## src/rtl/lstm_pkg.sv

```systemverilog
// lstm_pkg: shared widths, Q-format constants and MAC state encoding for the LSTM stages
package lstm_pkg;
    localparam int LSTM_DATA_W = 16;
    localparam int LSTM_FRAC   = 8;
    localparam int LSTM_ACC_W  = 40;
    localparam int ONE         = 1 << LSTM_FRAC;
    localparam int HALF_LSB    = 1 << (LSTM_FRAC - 1);
    typedef enum logic [1:0] {ACC, DRAIN, ROUND, OUT} state_t;
endpackage

```

## src/rtl/lstm_round_sat.sv

```systemverilog
// lstm_round_sat: bias-add, round-half-up, rescale and fit to DATA_W; LSTM_MAC_SAT_EN selects saturation over wrap
module lstm_round_sat
    import lstm_pkg::*;
#(
    parameter int DATA_W = LSTM_DATA_W,
    parameter int FRAC   = LSTM_FRAC,
    parameter int ACC_W  = LSTM_ACC_W
) (
    input  logic signed [ACC_W-1:0]  i_acc,
    input  logic signed [DATA_W-1:0] i_bias,
    output logic signed [DATA_W-1:0] o_y
);
    logic signed [ACC_W-1:0] w_s;
    logic signed [ACC_W-1:0] w_r;
    assign w_s = i_acc + (ACC_W'(i_bias) <<< FRAC) + (ACC_W'(1) << (FRAC - 1));
    assign w_r = w_s >>> FRAC;
`ifdef LSTM_MAC_SAT_EN
    localparam logic signed [ACC_W-1:0] W_MAX = (ACC_W'(1) << (DATA_W - 1)) - ACC_W'(1);
    localparam logic signed [ACC_W-1:0] W_MIN = ~W_MAX;
    assign o_y = (w_r > W_MAX) ? W_MAX[DATA_W-1:0] : (w_r < W_MIN) ? W_MIN[DATA_W-1:0] : w_r[DATA_W-1:0];
`else
    logic w_unused;
    assign w_unused = ^w_r;
    assign o_y = w_r[DATA_W-1:0];
`endif
endmodule

```

## src/rtl/lstm_layer0_mac.sv

```systemverilog
// lstm_layer0_mac: layer-0 product accumulator with drain/round/handshake FSM on the falling clock edge; fit mode set by LSTM_MAC_SAT_EN
module lstm_layer0_mac
    import lstm_pkg::*;
#(
    parameter int DATA_W = LSTM_DATA_W,
    parameter int FRAC   = LSTM_FRAC,
    parameter int ACC_W  = LSTM_ACC_W
) (
    input  logic                     clk,
    input  logic                     rst,
    input  logic                     ack,
    input  logic signed [DATA_W-1:0] x,
    input  logic signed [DATA_W-1:0] w,
    input  logic signed [DATA_W-1:0] bias,
    input  logic                     ack_mac,
    output logic signed [DATA_W-1:0] y,
    output logic                     out_valid,
    input  logic                     out_ready,
    output logic                     busy,
    output logic                     drop
);
    state_t                    r_state;
    logic signed [2*DATA_W-1:0] r_p;
    logic                      r_p_valid;
    logic signed [ACC_W-1:0]   r_acc;
    logic                      r_ack_mac_d;
    logic                      w_rise;
    logic                      w_take;
    logic signed [DATA_W-1:0]  w_y;

    assign w_rise = ack_mac & ~r_ack_mac_d;
    assign w_take = ack && r_state == ACC;

    lstm_round_sat #(.DATA_W(DATA_W), .FRAC(FRAC), .ACC_W(ACC_W)) u_round (
        .i_acc  (r_acc),
        .i_bias (bias),
        .o_y    (w_y)
    );

    // product pipeline, accumulator and result handshake FSM
    always_ff @(negedge clk or negedge rst)
        if (!rst) begin
            r_state     <= ACC;
            r_p         <= '0;
            r_p_valid   <= 1'b0;
            r_acc       <= '0;
            r_ack_mac_d <= 1'b0;
            y           <= '0;
            out_valid   <= 1'b0;
            busy        <= 1'b0;
            drop        <= 1'b0;
        end else begin
            r_ack_mac_d <= ack_mac;
            r_p_valid   <= w_take;
            if (w_take) r_p <= (2*DATA_W)'(x) * (2*DATA_W)'(w);
            if (ack && !w_take) drop <= 1'b1;
            if (r_p_valid) r_acc <= r_acc + ACC_W'(r_p);
            case (r_state)
                ACC: if (w_rise) begin
                    r_state <= DRAIN;
                    busy    <= 1'b1;
                end
                DRAIN: r_state <= ROUND;
                ROUND: begin
                    y         <= w_y;
                    out_valid <= 1'b1;
                    r_state   <= OUT;
                end
                OUT: if (out_ready) begin
                    out_valid <= 1'b0;
                    r_acc     <= '0;
                    busy      <= 1'b0;
                    r_state   <= ACC;
                end
            endcase
        end
endmodule
```

## config.mk

```make
export PLATFORM = sky130hd
export DESIGN_NAME = lstm_layer0_mac
export DESIGN_NICKNAME = d
export VERILOG_FILES = /design/src/rtl/lstm_pkg.sv /design/src/rtl/lstm_round_sat.sv /design/src/rtl/lstm_layer0_mac.sv
export SDC_FILE = /design/constraint.sdc
export NUM_CORES = 1
export LEC_CHECK = 0
export CAP_MARGIN = 20
export CORE_UTILIZATION = 25
export CTS_BUF_LIST = sky130_fd_sc_hd__clkbuf_16
export CTS_CLUSTER_DIAMETER = 30
export DETAILED_ROUTE_END_ITERATION = 7
export GPL_ROUTABILITY_DRIVEN = 0
export GPL_TIMING_DRIVEN = 0
export PLACE_DENSITY = 0.5
export REMOVE_ABC_BUFFERS = 1
export SLEW_MARGIN = 30
export SYNTH_ARGS = -nofsm -noshare
export SYNTH_HDL_FRONTEND = slang
export SYNTH_SLANG_ARGS = --single-unit
```

## constraint.sdc

```tcl
create_clock -name clk -period 6.35 [get_ports clk]
set_clock_uncertainty 0.05 [all_clocks]
set_input_delay 0.635 -clock clk [delete_from_list [all_inputs] [get_ports clk]]
set_output_delay 0.635 -clock clk [all_outputs]
set_load 0.02 [all_outputs]
```

==> impl_metrics.ini, run 1 <==
[status]
outcome = complete, but fails checks
violations = negative setup slack

[place]
place_ws_ns = -4.43
portBuffers = 71
dp_hpwl_um = 22700
place_inst = 1996
placed_area_mm2 = 0.0135

[synth]
synth_edf_count = 0
yosysSeqAreaShare = 0.146
synth_cells = 1351
synthArstFlopShare = 1.00
ys_ff_latch = 71
yosysTopAreaCell = fa_1
synth_area_leaders = fa_1 (31%), dfrtn_1 (15%), ha_1 (12%)
netlist_area_mm2 = 0.0122
synth_ff_type = dfrtn_1
syn_avg_cell_area_um2 = 9.00
ys_warn_count = 0
synth_top_area_share = 0.311
synth.distinct_cells = 61

[sta]
setup_viol = 19
hold_viol_final = 0
slew_viol_final = 0
rsz0062_at_grt = true
tightest_slew_ns = 0.824
layout_setup_ws_ns = -2.56
tns_ns = -37.25
slew-limit-headroom = 0.451

[clock_network]
cts.clk_slew.worst_paths_ns = 0.04
clkSinkCount = 71
clock_latency_ns = 0.34
root_buffer = clkbuf_16
cts_buffers = 9
clk_path_buf_depth = 2
tritoncts = built
htree_levels = 3
postCtsHoldBufs = 0

[floorplan]
die-area_mm2 = 0.0495
fp-row-count = 80
fp.coreArea_mm2 = 0.0478
start_util = 0.254
die_y_um = 222
io_pins = 72
chipWidth_um = 222

[drt]
ant_nets = 0
wl_per_cell_um = 14.4
wl_met1_um = 14500
dr.first_iter.drc_count = 459
post_drt_via_cell_ratio = 4.39
vias = 9050
routed_wl_um = 29700
drt_pass1_iterations = 4
highest_layer = met4
met3WireLength_um = 1050
wl_met2_um = 13800
drc = 0

[setup_path]
cp_data_arrival_time_ns = 5.87
crit_required_ns = 3.31
crit_start = x[4]
cp_max_fo = 6
crit_path_start_kind = primary input
end_kind = flip-flop
path_class = in2reg
r2r_start = r_p[1]

[worst_hold_path]
hold_class = reg2reg
min_from = drop

[global_routing]
grt_pass1_vias = 9638
grt_first_pass_wirelength_um = 49300
grt_usage = 0.122
antenna_found_initial = 0
grt_max_degree = 50
overflow = 0

[layout]
layout-drive-gt1-share = 0.179
post-route-cell-area_mm2 = 0.0153
ff_latch_area_mm2 = 0.00178
fillers = 4940
instances_no_fill = 2063
area_growth_pct = 26.0
antenna_cells = 0
multiInputGateArea_mm2 = 0.0100
fin_nets = 1799

[run]
cap_violations = 0
## routing by layer
layer | vias up | GRT usage
li1 | 4427 | -
met1 | 4447 | 0.170
met2 | 153 | 0.205
met3 | 23 | 0.00939
met4 | 0 | 0.0231
met5 | - | 0
## cells in the mapped netlist, drive strengths merged, types with 18 or more instances
master,count
nor2,47
dfrtn,71
clkbuf,40
and2,122
mux2i,18
nand2,161
fa,189
a21oi,33
xnor2,49
inv,267
a21o,20
o21ai,48
ha,114
## worst max-delay path, cell delays in order
cell      delay [ns]
buf_16          0.12
buf_6           0.11
buf_6           0.11
and2_4          0.13
fa_2            0.56
inv_2           0.04
fa_2            0.36
fa_1            0.52
fa_1            0.54
inv_2           0.04
fa_1            0.47
inv_1           0.05
fa_1            0.48
inv_2           0.05
ha_4            0.24
a21oi_4         0.22
nor2b_4         0.09
a41oi_4         0.25
a21boi_4        0.11
nor4_4          0.33
o21ai_1         0.12
a211o_1         0.29
## final timing paths
kind	slack, ns	cells past startpoint	to
min in group asynchronous	3.21	1	y[2]
setup / recovery	-2.56	22	r_p[22]
hold reg to reg	0.36	1	drop
max in group asynchronous	2.47	2	r_p[17]
setup reg to reg	3.36	9	r_acc[23]
hold / removal	0.36	1	drop
## area by class of cell
class / instances / area share
Multi-Input combinational cell: 970 / 0.656
Inverter: 267 / 0.0656
Tap cell: 615 / 0.0503
Sequential cell: 71 / 0.116
Clock buffer: 9 / 0.0147
Clock inverter: 7 / 0.00572
Timing Repair Buffer: 124 / 0.0919
## placed cells by master (no fill, tap or decap), drive strengths merged, types with 6 or more instances in the layout
cell	instances
inv	267
fa	189
nand2	161
and2	122
ha	114
buf	84
dfrtn	71
xnor2	49
o21ai	48
nor2	47
clkdlybuf4s50	38
a21oi	33
a21o	20
mux2i	18
nand3	14
xor2	14
nand2b	13
nor2b	10
clkbuf	10
mux2	8
o21bai	8
nor3	8
a211oi	8
o31ai	8
o21a	7
or3	7
o211ai	6
a31oi	6
## metrics by stage
stage,util,hold slack [ns]
2_1_floorplan,-,0.356
3_5_place_dp,0.282,0.362
4_1_cts,0.304,0.362
6_report,0.320,0.359
5_1_grt,0.320,0.370
3_3_place_gp,0.282,0.351
## what timing repair did
action	in CTS	in global routing
gates cloned	0	0
endpoints found under the setup margin	21	20
setup buffers	22	29
gates resized for setup	331	124
pin swaps	75	75
## registers in the layout, summed over array words and instances (netlist names)
signal,cells
drop,1
r_acc,24
y,16
busy,1
r_p,24
r_p_valid,1
r_ack_mac_d,1
r_state,2
out_valid,1
## logic make-up (layout without fill, tap and decap cells)
kind of cell,Yosys count,after routing,synth area share
muxes,26,26,0.0222
DFF,71,71,0.146
and+or+nand+nor,402,402,0.163
buffers and inverters,310,407,0.0957
AOI/OAI and AO/OA,176,176,0.0982
xor gates and xnor gates,63,63,0.0454
adders and majority gates,303,303,0.429
Power of run 1 is left out: the tool's default activity adds up to more than one toggle a clock period on the data nets, which glitch-free logic cannot reach.
==> run 2, diff against run 1 <==
- CORE_UTILIZATION: 25 -> 50
- GPL_TIMING_DRIVEN: 0 -> 1
- PLACE_DENSITY: 0.5 -> 0.79
==> run 2 against run 1 <==
- the flow still finishes with violations (negative setup slack)
- die area shrank 50%
- final area grew 1.8%
- non-clock buffer count grew 113
- routed wire length grew 12%
- setup slack lost 0.15 ns
- global-route usage grew 15 points
- cell count shrank 8.9%
==> impl_metrics.ini, run 2 (synthesis results as in run 1) <==
[setup_path]
rrSetupSlack_ns = 3.42
slowest_delay_ns = 0.54
end_kind = flip-flop
path_cells = buf_8 > buf_6 > and2_4 > fa_1 > inv_2 > fa_1 > fa_1 > fa_1 > inv_2 > fa_1 > inv_2 > fa_1 > inv_2 > ha_4 > a21oi_4 > buf_6 > o22ai_4 > a21o_1 > o311a_1 > o21ai_2 > mux2i_1 > o311ai_1
slowest_stage = fa_1
cp_max_fo = 6
crit_required_ns = 3.28
cp_data_arrival_time_ns = 5.99
path_class = in2reg
crit_path_start_kind = primary input
crit_top_cell = fa_1

[drt]
dr.first_iter.drc_count = 748
wl_per_cell_um = 17.7
drt_pass1_iterations = 6
post_drt_via_cell_ratio = 5.46
routed_wl_um = 33300
drc = 0
vias = 10300
ant_nets = 0

[layout]
area_growth_pct = 28.3
layout-drive-gt1-share = 0.233
biggestRegsByFlops = r_acc (24), r_p (24), y (16)
final_cell_mix = inv_1 (243), fa_1 (176), nand2_1 (151)
instances_no_fill = 1880
antenna_cells = 0
fin_nets = 1912
final_common_cell = inv_1

[sta]
holdWs_ns = 0.351
tightest_slew_ns = 0.625
setup_viol = 19
slew-limit-headroom = 0.573
hold_viol_final = 0
layout_setup_ws_ns = -2.71
slew_viol_final = 0
rsz0062_at_grt = true

[global_routing]
grt_pass1_vias = 10700
use_met3 = 0.0334
grt_first_pass_wirelength_um = 52700
antenna_found_initial = 0
gr-usage-met1 = 0.328
top_usage_layer = met2
grt_max_degree = 72
grt_usage = 0.270
use_met2 = 0.481
overflow = 0

[place]
dp_hpwl_um = 23600
portBuffers = 71
place_inst = 1828

[floorplan]
fp-row-count = 56
start_util = 0.513
io_pins = 72
die-area_mm2 = 0.0249
chipWidth_um = 158
die_y_um = 158
fp.coreArea_mm2 = 0.0237

[clock_network]
cts_buffers = 9
tritoncts = built
htree_levels = 3
clock_latency_ns = 0.34
root_buffer = clkbuf_16
clkSinkCount = 71
cts.clk_slew.worst_paths_ns = 0.04
clk_path_buf_depth = 2

[status]
violations = negative setup slack
outcome = complete, but fails checks

[worst_hold_path]
hold_class = reg2reg

[run]
cap_violations = 0
==> run 2: cell count changes in the layout (fill, tap and decap cells not counted), sizes merged <==
cell | previous run | this run
dlygate4sd2 | 1 | 4
clkinv | 3 | 2
clkinvlp | 2 | 0
clkbuf | 10 | 11
inv | 267 | 270
buf | 84 | 187
clkdlybuf4s15 | 0 | 6
==> run 2: worst paths after layout <==
path / start / cells past startpoint / to
max reg2reg: r_p[1] / 9 / r_acc[23]
max: w[4] / 22 / r_p[19]
min reg2reg: drop / 1 / drop
min in group asynchronous: rst / 2 / r_acc[4]
min: drop / 1 / drop
max in group asynchronous: rst / 2 / r_p[9]
==> run 2: what timing repair did <==
action | CTS | global route
buffers inserted | 22 | 13
gates cloned | 3 | 0
pin swaps | 130 | 53
gates resized for setup | 310 | 61
hold buffers | 0 | 0
setup endpoints to repair | 20 | 20
==> run 2: worst max-delay path: cells and delay by family <==
family          cells  cell delay [ns]
compound gates      6             1.09
fa+ha+maj           7             3.25
buf+inv             7             0.54
mux                 1             0.32
simple gates        1             0.14
==> run 2: cell type report <==
class	count	area, um^2
clock buffer	9	225
clock inverter	7	81.3
fill	1735	8090
inverter	267	1000
multi-input combinational	970	10000
sequential	71	1780
tap	319	399
timing repair buffer	237	2070
==> run 2: metal layers <==
metal	vias to the layer above	routed length [um]
met5	-	0
li1	4652	-
met2	421	16800
met4	0	1500
met3	129	1870
met1	5066	13200
==> run 2: metrics by stage <==
stage / setup slack, ns / util / instance area (um^2) / TNS (ns)
after global routing: -2.81 / 0.658 / 15600 / -39.19
final: -2.71 / 0.658 / 15600 / -36.87
after CTS: -2.49 / 0.647 / 15300 / -35.31
after global placement: -3.46 / 0.594 / 14100 / -55.20
after floorplan: -2.80 / - / 12000 / -37.14
after detailed placement: -3.61 / 0.594 / 14100 / -56.72
Power of run 2 is left out for the same reason.
==> run 3, diff against run 2 <==
- SKIP_LAST_GASP: not set -> 1
- SLEW_MARGIN: 30 -> 0
==> run 3 against run 2 <==
- the run still ends with negative setup slack left
- critical endpoint unchanged
- core utilization decreased by 0.15 points
- final area fell by 0.23%
- first-iteration DRC count decreased by 12%
- die area is the same
- largest cell class unchanged
- register-to-register slack is essentially flat
- highest routed layer unchanged
==> impl_metrics.ini, run 3 (synthesis results as in run 1) <==
[global_routing]
grt_usage = 0.269
overflow = 0
grt_pass1_vias = 10700
grt_max_degree = 72
grt_first_pass_wirelength_um = 52400
antenna_found_initial = 0

[drt]
dr.first_iter.drc_count = 661
ant_nets = 0
post_drt_via_cell_ratio = 5.40
drc = 0
routed_wl_um = 32400
vias = 10200
wl_per_cell_um = 17.3
drt_pass1_iterations = 7

[layout]
multiInputGateArea_mm2 = 0.0100
fin_nets = 1911
layout-drive-gt1-share = 0.238
fillers = 1714
biggestRegsByFlops = r_acc (24), r_p (24), y (16)
instances_no_fill = 1879
post-route-cell-area_mm2 = 0.0156
area_growth_pct = 28.0
final_common_cell = inv_1
antenna_cells = 0
final_cell_mix = inv_1 (243), fa_1 (175), nand2_1 (151)
ff_latch_area_mm2 = 0.00178

[setup_path]
crit_path_start_kind = primary input
reg2reg_depth = 9
path_class = in2reg
path_cells = buf_8 > buf_6 > and2_4 > fa_1 > inv_2 > fa_1 > fa_1 > fa_1 > inv_2 > fa_1 > inv_2 > fa_1 > inv_2 > ha_4 > a21oi_4 > buf_6 > o22ai_4 > a21o_1 > o311a_1 > o21ai_2 > mux2i_1 > o311ai_1
cp_max_fo = 6
slowest_delay_ns = 0.54
end_kind = flip-flop
critPathTopFamily = adder cells
slowest_stage = fa_1
r2r_start = r_p[1]
r2r_end = r_acc[23]
cp_data_arrival_time_ns = 5.91
worstPathBufferInverterCount = 7
crit_top_cell = fa_1
crit_required_ns = 3.28
rrSetupSlack_ns = 3.42

[clock_network]
cts_buffers = 9
clkSinkCount = 71
htree_levels = 3
clk_path_buf_depth = 2
root_buffer = clkbuf_16
tritoncts = built
clock_latency_ns = 0.34
postCtsHoldBufs = 0
cts.clk_slew.worst_paths_ns = 0.04

[sta]
setup_viol = 19
slew_viol_final = 0
slew-limit-headroom = 0.412
layout_setup_ws_ns = -2.63
hold_viol_final = 0
tightest_slew_ns = 0.882
rsz0062_at_grt = true

[worst_hold_path]
worstHoldEndpoint = drop
hold_class = reg2reg
hold_depth = 1
min_from = drop

[floorplan]
die_y_um = 158
chipWidth_um = 158
die-area_mm2 = 0.0249
start_util = 0.513
io_pins = 72
fp.coreArea_mm2 = 0.0237
fp-row-count = 56

[place]
portBuffers = 71
placed_area_mm2 = 0.0141
place_inst = 1828
dp_hpwl_um = 23600

[status]
violations = negative setup slack
outcome = complete, but fails checks

[run]
cap_violations = 0
==> run 3: changes by cell type in the layout (fill, tap and decap cells not counted), sizes merged <==
cell and change:
buf -3, clkbuf +6, clkdlybuf4s15 -2, dlygate4sd2 -2
==> run 3: through the flow <==
step	setup TNS, ns	hold WS, ns	setup WS [ns]	utilization
after floorplan	-37.14	0.356	-2.80	-
after global placement	-55.20	0.349	-3.46	0.594
after detailed placement	-56.72	0.357	-3.61	0.594
after CTS	-35.50	0.357	-2.49	0.646
after global routing	-39.25	0.380	-2.76	0.657
final	-37.07	0.354	-2.63	0.657
==> run 3: final cells by class <==
class,instances,area share
sequential,71,0.114
timing repair buffer,236,0.130
inverter,267,0.0646
tap,319,0.0257
clock buffer,9,0.0145
multi-input combinational,970,0.646
clock inverter,7,0.00523
==> run 3: timing repair <==
action	in CTS	in global routing
pin swaps	129	57
setup buffers	22	12
gates cloned	3	0
setup endpoints to repair	20	20
gates resized for setup	299	75
==> run 3: per-layer routing <==
metal / share of wire / up-vias / global-route usage / wire, um
li1: - / 4644 / - / -
met2: 0.51 / 381 / 0.482 / 16400
met3: 0.052 / 101 / 0.0342 / 1690
met4: 0.035 / 0 / 0.107 / 1150
met1: 0.41 / 5027 / 0.325 / 13200
met5: 0 / - / 0 / 0
==> run 3: worst max-delay path by stage <==
stage	startpoint	end	slack, ns	cells after the start
after floorplan	w[6]	r_p[22]	-2.80	19
after CTS	w[4]	r_p[23]	-2.49	23
after detailed placement	x[0]	r_p[23]	-3.61	21
final	w[4]	r_p[19]	-2.63	22
after global routing	w[4]	r_p[19]	-2.76	22
after global placement	w[6]	r_p[22]	-3.46	22
Power of run 3 is left out for the same reason.
